--- src/rtl/cpu_io_port.sv ---
// cpu_io_port: multi-channel CPU I/O port. Each channel captures a word
// from its input pins into a small FIFO on a rising input_enable. It also
// drives a CPU-written output register onto its output pins. The CPU
// pops words, writes outputs and clears overflow over a simple
// single-cycle bus.
module cpu_io_port #(
    parameter int               WIDTH     = 16,
    parameter int               CHANNELS  = 2,
    parameter int               DEPTH     = 4,
    parameter logic [WIDTH-1:0] OUT_RESET = '0,
    localparam int              SEL_W     = (CHANNELS > 1) ? $clog2(CHANNELS) : 1
) (
    input  logic                      clk,
    input  logic                      reset,
    input  logic [CHANNELS*WIDTH-1:0] input_pin,
    input  logic [CHANNELS-1:0]       input_enable,
    output logic [CHANNELS*WIDTH-1:0] output_pin,
    input  logic [SEL_W-1:0]          cpu_sel,
    input  logic                      cpu_rd,
    input  logic                      cpu_wr,
    input  logic                      cpu_clr,
    input  logic [WIDTH-1:0]          cpu_wdata,
    output logic [WIDTH-1:0]          cpu_rdata,
    output logic                      cpu_rvalid,
    output logic [CHANNELS-1:0]       in_empty,
    output logic [CHANNELS-1:0]       in_full,
    output logic [CHANNELS-1:0]       overflow,
    output logic                      irq
);

    localparam int PTR_W = $clog2(DEPTH);
    localparam int CNT_W = PTR_W + 1;

    // A select beyond the last channel addresses nothing at all.
    logic sel_ok;
    assign sel_ok = ({1'b0, cpu_sel} < (SEL_W + 1)'(CHANNELS));

    logic [CHANNELS-1:0] pop;
    logic [WIDTH-1:0]    head_word [CHANNELS];
    logic [WIDTH-1:0]    rd_word;

    genvar gi;
    generate
        for (gi = 0; gi < CHANNELS; gi++) begin : g_chan
            logic [WIDTH-1:0] mem [DEPTH];
            logic [PTR_W-1:0] wr_ptr;
            logic [PTR_W-1:0] rd_ptr;
            logic [CNT_W-1:0] cnt;
            logic             en_q;
            logic             ovf_q;
            logic [WIDTH-1:0] out_q;
            logic             hit;
            logic             push;
            logic             full;
            logic             accept;
            logic             drop;

            assign hit    = sel_ok && (cpu_sel == SEL_W'(gi));
            assign push   = input_enable[gi] & ~en_q;
            assign full   = (cnt == CNT_W'(DEPTH));
            assign pop[gi] = cpu_rd & hit & (cnt != '0);
            // A simultaneous pop frees the slot the push needs.
            assign accept = push & (~full | pop[gi]);
            assign drop   = push & full & ~pop[gi];

            // FIFO storage: plain array without reset so it maps to RAM.
            always_ff @(posedge clk) begin
                if (accept) begin
                    mem[wr_ptr] <= input_pin[gi*WIDTH +: WIDTH];
                end
            end

            assign head_word[gi] = mem[rd_ptr];

            // Pointers, occupancy, overflow flag, enable history and output register.
            always_ff @(posedge clk or negedge reset) begin
                if (!reset) begin
                    wr_ptr <= '0;
                    rd_ptr <= '0;
                    cnt    <= '0;
                    en_q   <= 1'b1;
                    ovf_q  <= 1'b0;
                    out_q  <= OUT_RESET;
                end else begin
                    en_q <= input_enable[gi];
                    if (accept) begin
                        wr_ptr <= wr_ptr + 1'b1;
                    end
                    if (pop[gi]) begin
                        rd_ptr <= rd_ptr + 1'b1;
                    end
                    if (accept && !pop[gi]) begin
                        cnt <= cnt + 1'b1;
                    end else if (!accept && pop[gi]) begin
                        cnt <= cnt - 1'b1;
                    end
                    // A new drop outranks a clear in the same cycle.
                    if (drop) begin
                        ovf_q <= 1'b1;
                    end else if (cpu_clr && hit) begin
                        ovf_q <= 1'b0;
                    end
                    if (cpu_wr && hit) begin
                        out_q <= cpu_wdata;
                    end
                end
            end

            assign in_empty[gi]                  = (cnt == '0);
            assign in_full[gi]                   = full;
            assign overflow[gi]                  = ovf_q;
            assign output_pin[gi*WIDTH +: WIDTH] = out_q;
        end
    endgenerate

    // Head word of the channel being popped; zero for empty or invalid reads.
    always_comb begin
        rd_word = '0;
        for (int c = 0; c < CHANNELS; c++) begin
            if (pop[c]) begin
                rd_word = head_word[c];
            end
        end
    end

    // Read response register: one-cycle valid pulse, data held otherwise.
    always_ff @(posedge clk or negedge reset) begin
        if (!reset) begin
            cpu_rvalid <= 1'b0;
            cpu_rdata  <= '0;
        end else begin
            cpu_rvalid <= cpu_rd;
            if (cpu_rd) begin
                cpu_rdata <= rd_word;
            end
        end
    end

    assign irq = |(~in_empty | overflow);

endmodule
--- config.mk ---
export PLATFORM = sky130hd
export DESIGN_NAME = cpu_io_port
export DESIGN_NICKNAME = d
export VERILOG_FILES = /design/src/rtl/cpu_io_port.sv
export SDC_FILE = /design/constraint.sdc
export NUM_CORES = 1
export LEC_CHECK = 0
export CORE_ASPECT_RATIO = 1.1
export CORE_MARGIN = 8
export CORE_UTILIZATION = 59
export DETAILED_ROUTE_END_ITERATION = 10
export GPL_ROUTABILITY_DRIVEN = 0
export PLACE_DENSITY_LB_ADDON = 0.1
export SYNTH_ARGS = -nofsm -noshare
export SYNTH_HDL_FRONTEND = slang
export SYNTH_SLANG_ARGS = --single-unit
--- constraint.sdc ---
create_clock -name clk -period 5.19 [get_ports clk]
set_input_delay 1.2975 -clock clk [delete_from_list [all_inputs] [get_ports clk]]
set_output_delay 1.2975 -clock clk [all_outputs]
set_load 0.1 [all_outputs]
# After elaboration in Yosys (flattened, before gate mapping)
# Memory sizes are Yosys's and may differ from the RTL's.
# Cells that the tools add are included.
[totals] mem_count=2 ram_bits=128 wordCells=84 in_bits=56 ff_bits=67 output_inout_bits=56
[mem_list] name="g_chan[0].mem" depth=4 word_bits=16 rd=1 rd_ports_with_merged_regs=0 wr=1 line_no="45" rtl="logic [WIDTH-1:0] mem [DEPTH];"
[mem_list] name="g_chan[1].mem" depth=4 word_bits=16 rd=1 rd_ports_with_merged_regs=0 wr=1 line_no="45"
[op_classes] muxes=14 n_reduce_logical=21 add_sub_neg=8 bitwise=23 n_eq_ne=2
[op_table] operator="16-bit 2-to-1 mux" count=2
[op_table] operator="1-bit bitwise AND" count=12
[op_table] operator="3-bit 2-to-1 mux" count=4
[op_table] operator="2-bit by 1-bit adder with 2-bit output (second input constant)" count=4
[op_table] operator="1-bit logical AND" count=8
[op_table] operator="1-bit 2-to-1 mux" count=8
[op_table] operator="2-bit nonzero test" count=4
[op_table] operator="1-bit inverter" count=7
[op_table] operator="3-bit by 1-bit adder with 3-bit output (second input constant)" count=2
[op_table] operator="3-bit equality test (second input constant)" count=2
[op_table] operator="3-bit logical NOT" count=2
[op_table] operator="3-bit nonzero test" count=2
[op_table] operator="3-bit by 1-bit subtractor with 3-bit output (second input constant)" count=2
[op_table] operator="1-bit logical NOT" count=4
[op_table] operator="2-bit inverter" count=1
[op_table] operator="1-bit bitwise OR" count=2
[op_table] operator="2-bit bitwise OR" count=1
[op_table] operator="2-bit OR reduction" count=1

# Logic depth before layout (Yosys ltp)
[logic_depth] depth_word=9 mapped_depth=11 ltp_nobuf=8

# Worst setup path after synthesis
# Ideal clock, no wire load.
[synth_path] path_type="input to register" from="input port cpu_sel" to="register g_chan[0].cnt[1]" path_stages=9 n_path_buf=3 path_slack_ps=2192 arrival_ps=2874 required_time_ps=5065 setup_time_ps=125 cell_sequence="buf_2 > nor2b_1 > buf_2 > buf_4 > nand2_1 > ha_1 > inv_1 > fa_1 > mux2_2"
[synth_via] elab_chain_cells=8 elab_cells_between_ends=11 classes_between="mux: 1; bitwise: 5; reduce/logical: 5"
[synth_lines] element="start: declaration" line_no="18" rtl="input logic [SEL_W-1:0] cpu_sel,"
[synth_lines] element="1-bit inverter (*)" line_no="58" rtl="assign hit = sel_ok && (cpu_sel == SEL_W'(gi));"
[synth_lines] element="1-bit bitwise AND (*) (2 in series)" line_no="61" rtl="assign pop[gi] = cpu_rd & hit & (cnt != '0);"
[synth_lines] element="1-bit bitwise OR" line_no="63" rtl="assign accept = push & (~full | pop[gi]);"
[synth_lines] element="1-bit bitwise AND" line_no="63"
[synth_lines] element="1-bit logical NOT" line_no="94" rtl="end else if (!accept && pop[gi]) begin"
[synth_lines] element="1-bit logical AND" line_no="94"
[synth_lines] element="2-bit nonzero test (no source line)"
[synth_lines] element="end signal: assignment" line_no="93" rtl="cnt <= cnt + 1'b1;"
[synth_lines] element="end signal: assignment" line_no="95" rtl="cnt <= cnt - 1'b1;"
[synth_lines] element="end: declaration" line_no="48" rtl="logic [CNT_W-1:0] cnt;"
# Every way passes the cells marked *; elsewhere a longest branch is shown, timed or not.
# A chain may end at the register's enable or synchronous reset.

# Worst setup path in the final report
[layout_path] from="register g_chan[0].cnt[1]" to="output port irq"
[layout_via] elab_chain_cells=4
[layout_lines] element="3-bit logical NOT" line_no="109" rtl="assign in_empty[gi] = (cnt == '0);"
[layout_lines] element="2-bit inverter" line_no="139" rtl="assign irq = |(~in_empty | overflow);"
[layout_lines] element="2-bit bitwise OR" line_no="139"
[layout_lines] element="2-bit OR reduction" line_no="139"
[layout_lines] element="end: declaration" line_no="28" rtl="output logic irq"
# No other way between the ends.

==> summary.md <==
| Metric | Value |
|---|---|
| Top-count cell post-synth | edfxtp_1 |
| Wirelength, routed | 15400 um |
| Net Count, Synth | 536 |
| Row count | 44 |
| Setup slack after layout | 1090 ps |
| Top post-synthesis cells by count | edfxtp_1, dfrtp_1, nor2b_1 |
| Rel. slew slack | 28.4% |
| Seq/Total Area, Yosys | 69.9% |
| Fin util | 73.3% |
| Place WS | 1390 ps |
| Detail Route Antenna Nets | 0 |
| Crit path kind | reg2out |
| Die area | 17400 um2 |
| Endpoints failing hold | 0 |
| Main synth FF type | edfxtp_1 |
| CP max stage cell | clkdlybuf4s50_1 |
| Final Max Tran Viols | 0 |
| DRT iter0 DRCs | 258 |
| Yosys top cell area share | 48.6% |
| Placed cell areas | 9080 um2 |
| CP Buf/Inv Count | 1 |
| Skew final | 4.94 ps |
| Initial antenna violation count | 0 |
| VDD IR max | 0.276 mV |
| Vias | 4265 |
| #FFs+latches synth | 195 |
| Setup violations, final | 0 |
| Share of layout cells above drive strength 1 | 14.3% |
| Synth warn | 0 |
| Pre-antenna DRT Iters | 4 |
| Area growth syn-to-layout | 22.1% |
| CP cell instances | or3_4, or4_4, clkdlybuf4s50_1 |
| Placed insts | 718 |
| # IOs | 112 |
| Deepest clock path buffer count | 2 |
| NumNets Final | 644 |
| Crit-path max cell delay | 980 ps |
| Worst EP required | 3890 ps |
| Pwr dens | 558 nW/um2 |
| H-tree depth | 4 |
| Top Family by Delay on Critical Path | buffers and inverters |
| CTS tree | done |
| Clk slew on worst S/H paths | 70 ps |
| Largest cells by area after synthesis | edfxtp_1, dfrtp_1, mux4_2 |
| Clk_lat worst skew | 430 ps |
| Post-DP HPWL | 10700 um |
| CTS Sinks | 195 |
| Ys async rst share | 34.4% |
| Hold buffers post-CTS | 0 |
| Final Instance Area | 9650 um2 |
| Total Routing Usage GR | 18.6% |
| Diode count | 0 |
| Post-CTS setup repair buffer count | 0 |
| RSZ-0062 raised after global routing | no |
| Mapped Area | 7910 um2 |
| Die W | 126 um |
| Worst Tran Pin Value | 1070 ps |
| Vias in the first global route | 4647 |
| Leak | 0.00343 uW |
| Yosys top cell by area | edfxtp_1 |
| Core Area | 13200 um2 |
| Total grt overflow | 0 |
| Die span in y | 137 um |
| Port buffer count | 111 |
| Startpoint types | register |
| Fin crit period | 4100 ps |
| Count of cell types in the netlist | 36 |
| Post-Route Setup TNS | 0 ps |
| Status | complete, no violations |
| Max Freq | 244 MHz |
| Vias/cell | 5.69 |
| Largest net degree at the start of global routing | 50 |
| Worst Path Arrival | 2800 ps |
| Max FO, Critical Path | 20 |
| Clock tree root buffer cell | clkbuf_16 |
| Post-synthesis cell count | 468 |
| MaxCap Viol Count | 0 |
| DRC violations left | 0 |
| WL per Instance | 20.5 um |
| Avg Cell Area, Syn | 16.9 um2 |
| Period utilization | 79.0% |
| CP endpoint kind | output pin |
| First-pass GRT wire length | 24500 um |
| Starting Density | 60.1% |
| Total CTS buffers | 17 |
| Resize count post-CTS | 0 |
| Final Non-Filler Cells | 750 |
| Min-Delay Path Class | reg2reg |
| Post-synth EDFFs | 128 |
[cell families after synthesis]
| logic type | Yosys count | synth area share (%) |
|---|---|---|
| buffers and inverters | 51 | 3.26 |
| DFF | 195 | 69.9 |
| and+or+nand+nor | 78 | 6.49 |
| AOI/OAI and AO/OA | 52 | 5.00 |
| adders and majority gates | 12 | 2.09 |
| muxes | 68 | 12.0 |
| xor gates and xnor gates | 12 | 1.33 |
[report_power, final]
part           leakage [uW]  switching (uW)  internal, uW  total (uW)
clock network      0.000263             546           708        1250
registers           0.00196             231          1930        2160
logic               0.00121            1320           646        1970
[metrics by stage]
step / hold WS, ps / total power, uW
6_report: 477 / 5380
5_1_grt: 499 / 5610
4_1_cts: 479 / 5430
3_5_place_dp: 466 / 4180
3_3_place_gp: 460 / 4110
2_1_floorplan: 445 / 3670
[area by class of cell]
cell class                 instances  area [um2]
timing repair buffer             116        1140
fill                             813        3510
clock buffer                      19         433
sequential                       195        5520
tap                              161         201
clock inverter                    13         135
multi-input combinational        222        2120
inverter                          24        90.1
[per-layer routing]
layer	up-vias	part of all wire, %	wire, um	GRT usage [%]
met3	12	5.5	841	6.12
met4	0	1.2	187	8.23
met1	2143	41	6380	21.7
met5	-	0	0	0
met2	128	52	7990	31.3
li1	1982	-	-	-
[cell usage in the layout, fill, tap and decap left out, types with 10 or more instances in the layout]
master           netlist  final
clkbuf_16              0     17
dfrtp_1               65     65
nor3b_1               16     16
a2111oi_0             16     16
ha_1                  10     10
clkinv_1              10     11
mux2_1                28     28
mux4_2                16     16
mux2_2                24     24
nor2b_1               35     35
inv_1                 14     14
edfxtp_1             128    128
a21oi_1               16     16
clkdlybuf4s50_1        0    110
o32ai_1               16     16
[sequential cells by signal (all words and copies together), names as in the netlist]
signal,count
cpu_rvalid,1
g_chan.out_q,32
g_chan.mem,128
cpu_rdata,16
g_chan.rd_ptr,4
g_chan.en_q,2
g_chan.cnt,6
g_chan.wr_ptr,4
g_chan.ovf_q,2
[final timing paths]
kind	slack, ps	start	end	cells after the start
hold reg to reg	480	g_chan[1].cnt[2]	g_chan[1].cnt[2]	1
min in group asynchronous	950	reset	g_chan[1].out_q[12]	1
setup / recovery	1090	g_chan[0].cnt[1]	irq	3
setup reg to reg	2660	g_chan[1].cnt[1]	g_chan[1].cnt[2]	8
hold / removal	480	g_chan[1].cnt[2]	g_chan[1].cnt[2]	1
max in group asynchronous	3290	reset	g_chan[1].en_q	2
Note: power is estimated with default switching activity, not from simulation.
